--- src/rtl/tap_judge_if.sv ---
// Signal bundle between the keyboard/row-pattern side and the tap judge.
// The master drives ticks, the row pattern and key presses; the slave returns the judgement.
interface tap_judge_if #(
   parameter int unsigned SCORE_W = 8
);
   logic               tick;
   logic [3:0]         bottom_row;
   logic               key_valid;
   logic [1:0]         key_col;
   logic [1:0]         click_state;
   logic [SCORE_W-1:0] score;
   logic [3:0]         lives;
   logic               lose;
   logic [3:0]         hit_mask;

   modport master (
      output tick, bottom_row, key_valid, key_col,
      input  click_state, score, lives, lose, hit_mask
   );

   modport slave (
      input  tick, bottom_row, key_valid, key_col,
      output click_state, score, lives, lose, hit_mask
   );
endinterface

--- src/rtl/tap_judge.sv ---
// Judges column key presses against the bottom tile row on each row-advance tick,
// keeping score, lives and the lose flag; all outputs are registered.
module tap_judge #(
   parameter int unsigned LIVES   = 3,
   parameter int unsigned SCORE_W = 8
) (
   input  logic       CLOCK_50,
   input  logic       reset,
   tap_judge_if.slave bus
);

   typedef enum logic [1:0] {
      S_IDLE      = 2'd0,
      S_LOAD      = 2'd1,
      S_ARMED     = 2'd2,
      S_GAME_OVER = 2'd3
   } state_t;

   typedef enum logic [1:0] {
      CLK_PAUSE = 2'd0,
      CLK_SCORE = 2'd1,
      CLK_MISS  = 2'd2
   } click_t;

   state_t               r_state,      w_state;
   click_t               r_click,      w_click;
   logic [SCORE_W-1:0]   r_score,      w_score;
   logic [3:0]           r_lives,      w_lives;
   logic                 r_lose,       w_lose;
   logic [3:0]           r_hit_mask,   w_hit_mask;
   logic [3:0]           r_row_q,      w_row_q;
   logic                 r_pend_valid, w_pend_valid;
   logic [1:0]           r_pend_col,   w_pend_col;

   logic                 w_judge;
   logic [1:0]           w_col;
   logic                 w_escape;
   logic                 w_press_hit;
   logic                 w_press_miss;
   logic [1:0]           w_miss_cnt;

   always_ff @(posedge CLOCK_50 or posedge reset) begin
      if (reset) begin
         r_state      <= S_IDLE;
         r_click      <= CLK_PAUSE;
         r_score      <= '0;
         r_lives      <= 4'(LIVES);
         r_lose       <= 1'b0;
         r_hit_mask   <= '0;
         r_row_q      <= '0;
         r_pend_valid <= 1'b0;
         r_pend_col   <= '0;
      end else begin
         r_state      <= w_state;
         r_click      <= w_click;
         r_score      <= w_score;
         r_lives      <= w_lives;
         r_lose       <= w_lose;
         r_hit_mask   <= w_hit_mask;
         r_row_q      <= w_row_q;
         r_pend_valid <= w_pend_valid;
         r_pend_col   <= w_pend_col;
      end
   end

   always_comb begin
      w_state      = r_state;
      w_click      = r_click;
      w_score      = r_score;
      w_lives      = r_lives;
      w_lose       = r_lose;
      w_hit_mask   = r_hit_mask;
      w_row_q      = r_row_q;
      w_pend_valid = r_pend_valid;
      w_pend_col   = r_pend_col;
      w_judge      = 1'b0;
      w_col        = r_pend_col;
      w_escape     = 1'b0;
      w_press_hit  = 1'b0;
      w_press_miss = 1'b0;
      w_miss_cnt   = '0;

      unique case (r_state)
         S_IDLE: begin
            if (bus.tick) w_state = S_LOAD;
         end

         S_LOAD: begin
            w_row_q    = bus.bottom_row;
            w_hit_mask = '0;
            w_click    = CLK_PAUSE;
            w_state    = S_ARMED;
            if (bus.key_valid && !r_pend_valid) begin
               w_pend_valid = 1'b1;
               w_pend_col   = bus.key_col;
            end
         end

         S_ARMED: begin
            // A buffered press is judged first; a same-cycle press refills the buffer.
            // Presses arriving with a tick are held for the next row.
            if (r_pend_valid) begin
               w_judge      = 1'b1;
               w_col        = r_pend_col;
               w_pend_valid = bus.key_valid;
               if (bus.key_valid) w_pend_col = bus.key_col;
            end else if (bus.key_valid) begin
               if (bus.tick) begin
                  w_pend_valid = 1'b1;
                  w_pend_col   = bus.key_col;
               end else begin
                  w_judge = 1'b1;
                  w_col   = bus.key_col;
               end
            end

            w_escape = bus.tick && (|(r_row_q & ~r_hit_mask));

            if (w_judge) begin
               if (r_row_q[w_col]) begin
                  if (!r_hit_mask[w_col]) begin
                     w_press_hit        = 1'b1;
                     w_hit_mask[w_col]  = 1'b1;
                  end
               end else begin
                  w_press_miss = 1'b1;
               end
            end

            if (w_press_hit) begin
               w_click = CLK_SCORE;
               if (r_score != '1) w_score = r_score + SCORE_W'(1);
            end

            w_miss_cnt = {1'b0, w_press_miss} + {1'b0, w_escape};
            if (w_miss_cnt != 2'd0) begin
               w_click = CLK_MISS;
               w_lives = (r_lives > {2'b00, w_miss_cnt}) ? (r_lives - {2'b00, w_miss_cnt}) : 4'd0;
            end

            if (bus.tick) w_state = S_LOAD;

            if ((w_miss_cnt != 2'd0) && (w_lives == 4'd0)) begin
               w_state      = S_GAME_OVER;
               w_lose       = 1'b1;
               w_click      = CLK_MISS;
               w_pend_valid = 1'b0;
            end
         end

         S_GAME_OVER: begin
            w_lose  = 1'b1;
            w_click = CLK_MISS;
         end

         default: w_state = S_IDLE;
      endcase
   end

   assign bus.click_state = r_click;
   assign bus.score       = r_score;
   assign bus.lives       = r_lives;
   assign bus.lose        = r_lose;
   assign bus.hit_mask    = r_hit_mask;

endmodule
--- src/flat_wrapper.sv ---
// flat-port wrapper written by rule: the top's interface ports become plain ports
module tap_judge_flat 
#(
   parameter int unsigned LIVES   = 3,
   parameter int unsigned SCORE_W = 8
)
  (CLOCK_50, reset, bus_tick, bus_bottom_row, bus_key_valid, bus_key_col, bus_click_state, bus_score, bus_lives, bus_lose, bus_hit_mask);
  tap_judge_if #(.SCORE_W(SCORE_W)) bus_i ();
  input  logic CLOCK_50;
  input  logic reset;
  input wire logic [$bits(bus_i.tick)-1:0] bus_tick;
  input wire logic [$bits(bus_i.bottom_row)-1:0] bus_bottom_row;
  input wire logic [$bits(bus_i.key_valid)-1:0] bus_key_valid;
  input wire logic [$bits(bus_i.key_col)-1:0] bus_key_col;
  output wire logic [$bits(bus_i.click_state)-1:0] bus_click_state;
  output wire logic [$bits(bus_i.score)-1:0] bus_score;
  output wire logic [$bits(bus_i.lives)-1:0] bus_lives;
  output wire logic [$bits(bus_i.lose)-1:0] bus_lose;
  output wire logic [$bits(bus_i.hit_mask)-1:0] bus_hit_mask;
  assign bus_i.tick = bus_tick;
  assign bus_i.bottom_row = bus_bottom_row;
  assign bus_i.key_valid = bus_key_valid;
  assign bus_i.key_col = bus_key_col;
  assign bus_click_state = bus_i.click_state;
  assign bus_score = bus_i.score;
  assign bus_lives = bus_i.lives;
  assign bus_lose = bus_i.lose;
  assign bus_hit_mask = bus_i.hit_mask;
  tap_judge #(.LIVES(LIVES), .SCORE_W(SCORE_W)) u_core (.CLOCK_50(CLOCK_50), .reset(reset), .bus(bus_i));
endmodule
--- config.mk ---
export PLATFORM = sky130hd
export DESIGN_NAME = tap_judge_flat
export DESIGN_NICKNAME = d
export VERILOG_FILES = /design/src/rtl/tap_judge_if.sv /design/src/rtl/tap_judge.sv /design/src/flat_wrapper.sv
export SDC_FILE = /design/constraint.sdc
export NUM_CORES = 1
export LEC_CHECK = 0
export ABC_AREA = 1
export CORE_ASPECT_RATIO = 0.7
export CORE_MARGIN = 1
export CORE_UTILIZATION = 40
export CTS_CLUSTER_SIZE = 10
export DETAILED_ROUTE_END_ITERATION = 12
export SYNTH_ARGS = -nofsm -noshare
export SYNTH_HDL_FRONTEND = slang
export SYNTH_SLANG_ARGS = --single-unit
--- constraint.sdc ---
create_clock -name CLOCK_50 -period 2.6 [get_ports CLOCK_50]
set_input_delay 0.26 -clock CLOCK_50 [delete_from_list [all_inputs] [get_ports CLOCK_50]]
set_output_delay 0.26 -clock CLOCK_50 [all_outputs]
set_load 0.005 [all_outputs]
==> results.yml, run 1 <==
cells_and_area:
  diodes: 0
  drive_above_1_share_pct: 29.8
  nets: 327
  num-fill-cells: 379
  area_growth_pct: 47.1
  post-route-util_pct: 61.4
yosys:
  synth_cell_types: 29
  ys_ff_latch: 28
  avgSynthCellArea_sq_um: 7.75
  yosysSeqAreaShare_pct: 38.9
  syn_nets: 254
  mappedNetlistArea_sq_um: 1810
  ys_warn_count: 0
  async_flop_share_pct: 100
  syn_inst: 233
  synth_top_cell_area_share_pct: 36.0
  yosys.area.top_type: "dfrtp_1"
  yosys-top-cells-area: "dfrtp_1, nand2_1, ha_1, inv_1, nand3_1"
  synth_ff_type: "dfrtp_1"
  synth_edf_count: 0
global_route:
  grt_pass1_vias: 1597
  antenna_found_initial: 0
  grt_first_pass_wirelength_um: 7250
  grt_use_total_pct: 19.9
  grt_start_max_net_pins: 29
  grt-ovfl-total: 0
worst_setup_path:
  end_kind: "flip-flop"
  cp_slowest_cell: "dfrtp_1"
  slowest_delay_ns: 0.40
  r2r_slack_ns: -0.31
  cp.buffers_inverters: 3
  rr_worst_depth: 21
  required_ns: 2.78
  crit_type: "flip-flop to flip-flop"
  cp_common_cell: "nand2_1"
  worstPathCellList: "inv_2, nand4_1, nand2_2, nand2_1, nand2_1, nand2_1, nand2_2, a21oi_2, ha_1, ha_2, inv_2, fa_2, nor2_4, xor2_2, o21ai_2, nand3_2, nor2_4, inv_2, nand2_1, nand3_1, o21ai_1"
  r2r_start: "u_core.r_pend_valid"
  timing.rr.end: "u_core.r_state[1]"
  start_kind: "flip-flop"
  cp.arrival_ns: 3.09
  path_max_fanout: 4
  path_delay_family: "simple AND/OR/NAND/NOR gates"
die:
  placementRows: 20
  fp.coreArea_sq_um: 4330
  initial_core_util_pct: 41.7
  io_pins: 29
  die_height_um: 58.2
  die_width_um: 82.3
  die_area_sq_um: 4790
power_and_ir_drop:
  ir_drop_uv: 272
  power.total_w: 0.000927
  power.density_nw_per_um2: 349
  leakage_nw: 1.26
place:
  port_buffers: 28
  place_congestion: 0.838
  place_ws_ns: -0.594
  hpwl_um: 2990
route:
  first_iter_violations: 71
  drtAntennaViolNets: 0
  drcViolationCount: 0
  dr.pass1.iters: 4
  drt-total-wl_um: 4610
  wl_per_cell_um: 12.8
  num_vias: 1731
  viasPerCell: 4.81
timing:
  rsz0062_at_grt: "true"
  setup_tns_ns: -1.51
  timing.fmax_mhz: 344
  setup_viol: 7
  slew_viol_final: 0
  hold_ws_ns: 0.342
  worst_slack_ns: -0.308
  min_period_over_period_pct: 112
  period_minus_slack_ns: 2.91
  finalHoldViolations: 0
  finClkSkew_ns: 0.00625
  tightest_slew_ns: 0.402
  relSlewSlack_pct: 73.0
clock_network:
  numCtsBuffers: 3
  clockBufferDepth: 2
  root_buffer: "clkbuf_8"
  cts_hold_buf: 0
  clkLatencyLatePin_ns: 0.28
  htreeDepth: 1
  clkTransAtPathRegs_ns: 0.11
  cts_tree: "built"
  clock_sinks: 28
worst_hold_path:
  worstHoldPathType: "input pin to async pin"
outcome:
  status: "complete, but fails checks"
  violations: "negative setup slack"
job:
  maxCapViolCount: 0
-- cell families after synthesis --
group	synth area share (%)
flops	38.9
mux	0.623
fa+ha+maj	8.03
compound gates	13.0
simple gates	26.9
xor+xnor	3.39
buf+inv	9.14
-- worst register-to-register path, cell delays in order, from the launching register on --
cell and delay, ns:
dfrtp_1 0.40, inv_2 0.11, nand4_1 0.19, nand2_2 0.14, nand2_1 0.05, nand2_1 0.05
nand2_1 0.07, nand2_2 0.10, a21oi_2 0.05, ha_1 0.28, ha_2 0.16, inv_2 0.04
fa_2 0.38, nor2_4 0.12, xor2_2 0.20, o21ai_2 0.09, nand3_2 0.11, nor2_4 0.04
inv_2 0.07, nand2_1 0.04, nand3_1 0.06, o21ai_1 0.06
-- layout by cell type (no fill, tap or decap), types with 2 or more instances in the layout --
master / Yosys / layout
nor2_4: 0 / 2
nand4_1: 5 / 5
nand2_2: 5 / 6
ha_1: 10 / 9
inv_2: 4 / 7
o21ai_0: 13 / 10
dfrtp_1: 26 / 26
inv_1: 33 / 30
nand2_1: 55 / 52
nor2_1: 15 / 12
nand2_4: 0 / 2
nand3_2: 1 / 3
xnor2_1: 5 / 5
nand3_4: 1 / 3
clkdlybuf4s50_1: 0 / 26
nand3_1: 19 / 16
o21ai_1: 4 / 6
o22ai_1: 3 / 3
dlygate4sd2_1: 0 / 2
a21oi_1: 9 / 7
dfstp_2: 2 / 2
buf_4: 0 / 40
o21ai_2: 8 / 8
clkbuf_8: 0 / 3
buf_6: 1 / 4
-- how the worst max path moves through the flow --
| stage | startpoint | endpoint | slack (ns) | cells after the start |
|---|---|---|---|---|
| 5_1_grt | u_core.r_pend_valid | u_core.r_state[0] | -0.49 | 19 |
| 3_3_place_gp | bus_key_valid | u_core.r_state[0] | -0.55 | 18 |
| 3_5_place_dp | bus_key_valid | u_core.r_state[1] | -0.59 | 20 |
| 6_report | u_core.r_pend_valid | u_core.r_state[1] | -0.31 | 21 |
| 2_1_floorplan | u_core.r_pend_valid | u_core.r_state[1] | -0.07 | 21 |
| 4_1_cts | u_core.r_pend_valid | u_core.r_state[1] | -0.22 | 21 |
-- where the power goes --
group | total, W | switching [W] | internal (W)
registers | 0.000437 | 0.000000892 | 0.000437
clock network | 0.000355 | 0.000149 | 0.000206
logic | 0.000135 | 0.0000680 | 0.0000665
-- layout make-up --
type | instances | area [sq um] | share of cell area [%]
sequential | 28 | 703 | 26.5
tap | 55 | 68.8 | 2.59
timing repair buffer | 72 | 623 | 23.4
multi-input combinational | 164 | 1050 | 39.6
clock inverter | 1 | 30.0 | 1.13
inverter | 37 | 139 | 5.23
clock buffer | 3 | 41.3 | 1.55
-- sequential cells by signal, summed over array words and instances (netlist names) --
signal,count
u_core.r_pend_valid,1
u_core.bus.click_state,2
u_core.bus.lose,1
u_core.r_row_q,4
u_core.bus.lives,4
u_core.bus.score,8
u_core.bus.hit_mask,4
u_core.r_pend_col,2
u_core.r_state,2
-- Yosys cell counts (all sizes together), types with 2 or more instances --
master and number:
o22ai 3, a21oi 9, nor2 16, xor2 2
dfstp 2, xnor2 5, o21ai 25, nand4 5
or2 2, ha 10, clkbuf 4, nand3 21
nand2 60, inv 37, dfrtp 26
-- per-stage QoR --
step,instance area (sq um),std cells
after detailed placement,2330,334
after global placement,2330,334
after CTS,2530,354
final,2660,360
after floorplan,1830,233
after global routing,2660,360
-- per-layer routing --
| metal | up-vias | wire length [um] | global-route usage [%] |
|---|---|---|---|
| li1 | 894 | - | - |
| met4 | 0 | 23 | 2.26 |
| met1 | 795 | 2390 | 30.5 |
| met3 | 4 | 209 | 4.25 |
| met2 | 38 | 1980 | 29.3 |
| met5 | - | 0 | 0 |
-- what timing repair did --
item | 4_1_cts | 5_1_grt
gates resized for setup | 7 | 22
buffers inserted | 16 | 7
setup endpoints to repair | 7 | 12
cloned | 0 | 1
pin swaps | 9 | 9
Note: power is estimated with default switching activity, not from simulation.
==> inputs of run 2 (changes only) <==
Settings changed: ABC_AREA 1 to not set.
==> results.yml, run 2 <==
timing:
  min_period_over_period_pct: 125
  slew_viol_final: 0
  period_minus_slack_ns: 3.26
  timing.fmax_mhz: 307
  relSlewSlack_pct: 71.5
  setup_viol: 8
  rsz0062_at_grt: "true"
  finClkSkew_ns: 0.00294
  worst_slack_ns: -0.659
  finalHoldViolations: 0
  tightest_slew_ns: 0.427
place:
  place_congestion: 0.861
  port_buffers: 28
  hpwl_um: 3800
  dp_cells: 297
global_route:
  grt_first_pass_wirelength_um: 8060
  grt_pass1_vias: 1623
  grt_use_total_pct: 21.4
  grt_start_max_net_pins: 29
  grt-ovfl-total: 0
  antenna_found_initial: 0
route:
  num_vias: 1646
  first_iter_violations: 87
  wl_per_cell_um: 16.2
  dr.pass1.iters: 4
  drt-total-wl_um: 4930
  drcViolationCount: 0
  viasPerCell: 5.41
  drtAntennaViolNets: 0
clock_network:
  clock_sinks: 28
  clkLatencyLatePin_ns: 0.28
  htreeDepth: 1
  root_buffer: "clkbuf_8"
  cts_tree: "built"
  clkTransAtPathRegs_ns: 0.10
  numCtsBuffers: 3
  cts_hold_buf: 0
  clockBufferDepth: 2
worst_setup_path:
  timing.rr.end: "u_core.r_pend_valid"
  r2r_slack_ns: -0.66
  cp.arrival_ns: 3.44
  path_max_fanout: 4
  crit_type: "flip-flop to flip-flop"
  start_kind: "flip-flop"
  rr_worst_depth: 15
  required_ns: 2.78
  r2r_start: "u_core.r_pend_valid"
  crit_end: "u_core.r_pend_valid"
  end_kind: "flip-flop"
  startpoint: "u_core.r_pend_valid"
yosys:
  synth_top_cell_area_share_pct: 35.0
  ys_warn_count: 0
  synth_edf_count: 0
  synth.most_common_cell: "dfrtp_1"
  synth_cell_types: 53
  yosysSeqAreaShare_pct: 37.9
  async_flop_share_pct: 100
  avgSynthCellArea_sq_um: 10.3
  yosys.area.top_type: "dfrtp_1"
  mappedNetlistArea_sq_um: 1860
  synth_ff_type: "dfrtp_1"
  syn_inst: 181
  synth_common_cells: "dfrtp_1, inv_1, nor2_1"
  syn_nets: 202
  ys_ff_latch: 28
  yosys-top-cells-area: "dfrtp_1, ha_1, mux2_2, a2111oi_4, dfstp_2"
cells_and_area:
  drive_above_1_share_pct: 32.5
  area_growth_pct: 42.2
  stdcell_count: 304
  layout_commonest_cell: "buf_4"
  largest_reg_flops: 8
  diodes: 0
  num-fill-cells: 369
  final_cell_mix: "buf_4, clkdlybuf4s50_1, dfrtp_1"
  nets: 271
die:
  placementRows: 20
  die_width_um: 83.4
  initial_core_util_pct: 42.2
  die_height_um: 59.0
  fp.coreArea_sq_um: 4400
  io_pins: 29
  die_area_sq_um: 4920
power_and_ir_drop:
  ir_drop_uv: 723
  power.total_w: 0.00348
  leakage_nw: 1.12
  power.density_nw_per_um2: 1320
outcome:
  status: "complete, but fails checks"
  violations: "negative setup slack"
job:
  maxCapViolCount: 0
worst_hold_path:
  worstHoldPathType: "input pin to async pin"
run 2: cell count changes in the layout (fill, tap and decap cells not counted), moves of 6 or more:
cell	previous run	this run
nand2_1	52	10
o21ai_0	10	4
inv_1	30	11
nand2_2	6	0
nand3_1	16	2
inv_2	7	1
o21ai_2	8	1
nor2b_1	0	6
run 2: layout make-up:
cell class / instances / area [sq um] / area share [%]
Tap cell: 55 / 68.8 / 2.61
Multi-Input combinational cell: 137 / 1170 / 44.5
Clock buffer: 3 / 41.3 / 1.56
Inverter: 12 / 45.0 / 1.71
Sequential cell: 28 / 703 / 26.6
Timing Repair Buffer: 68 / 578 / 21.9
Clock inverter: 1 / 30.0 / 1.14
run 2: worst max-delay path, stage by stage, from the launching register on:
cell     delay [ns]
dfrtp_1        0.42
nor3b_4        0.26
mux2i_4        0.33
mux2i_1        0.12
mux2i_1        0.16
nor2_1         0.08
ha_1           0.27
ha_2           0.17
inv_2          0.04
fa_2           0.37
a21oi_2        0.14
o21ai_2        0.08
nor4_4         0.37
buf_4          0.18
a21o_1         0.10
nand2_1        0.04
run 2: cells by family after synthesis:
logic type | share of synthesized area, %
buffers and inverters | 3.84
xor gates and xnor gates | 2.83
adders and majority gates | 7.82
muxes | 8.83
and+or+nand+nor | 18.1
AOI/OAI and AO/OA | 20.7
DFF | 37.9
run 2: where the power goes:
group	total, W	switching (W)	internal (W)
Clock	0.000353	0.000146	0.000207
Sequential	0.000715	0.000140	0.000575
Combinational	0.00241	0.00116	0.00125
Total	0.00348	0.00144	0.00204
run 2: per-layer routing:
layer | vias to the layer above | GRT usage [%] | wire length (um)
met2 | 40 | 32.3 | 2080
li1 | 805 | - | -
met4 | 0 | 4.84 | 52
met1 | 793 | 31.9 | 2550
met5 | - | 0 | 0
met3 | 8 | 4.32 | 246
run 2: how the worst min path moves through the flow:
| stage | to | slack (ns) | start | cells after the start |
|---|---|---|---|---|
| 3_3_place_gp | u_core.bus.lives[0] | 0.48 | u_core.bus.lives[0] | 2 |
| 2_1_floorplan | u_core.bus.click_state[0] | 0.32 | reset | 1 |
| 6_report | u_core.bus.score[5] | 0.33 | reset | 3 |
| 4_1_cts | u_core.bus.score[1] | 0.34 | reset | 3 |
| 3_5_place_dp | u_core.bus.lose | 0.48 | u_core.bus.lose | 2 |
| 5_1_grt | u_core.r_row_q[0] | 0.35 | reset | 3 |
run 2: per-stage QoR:
step                      TNS [ns]  cell area, sq um  hold WS (ns)  worst slack (ns)  utilization [%]
after floorplan              -4.13              1870         0.324            -0.767                -
after detailed placement     -7.31              2470         0.476             -1.12             56.1
final                        -3.42              2640         0.330            -0.659             59.9
after global placement       -5.82              2470         0.479            -0.980             56.1
after CTS                    -3.72              2570         0.341            -0.728             58.4
after global routing         -5.41              2640         0.349            -0.909             59.9
run 2: repair_timing:
action                                 in CTS  in global routing
setup buffers                               2                  2
pin swaps                                   3                  4
endpoints found under the hold margin       0                  0
setup endpoints to repair                   8                  8
gates resized for setup                     5                 11
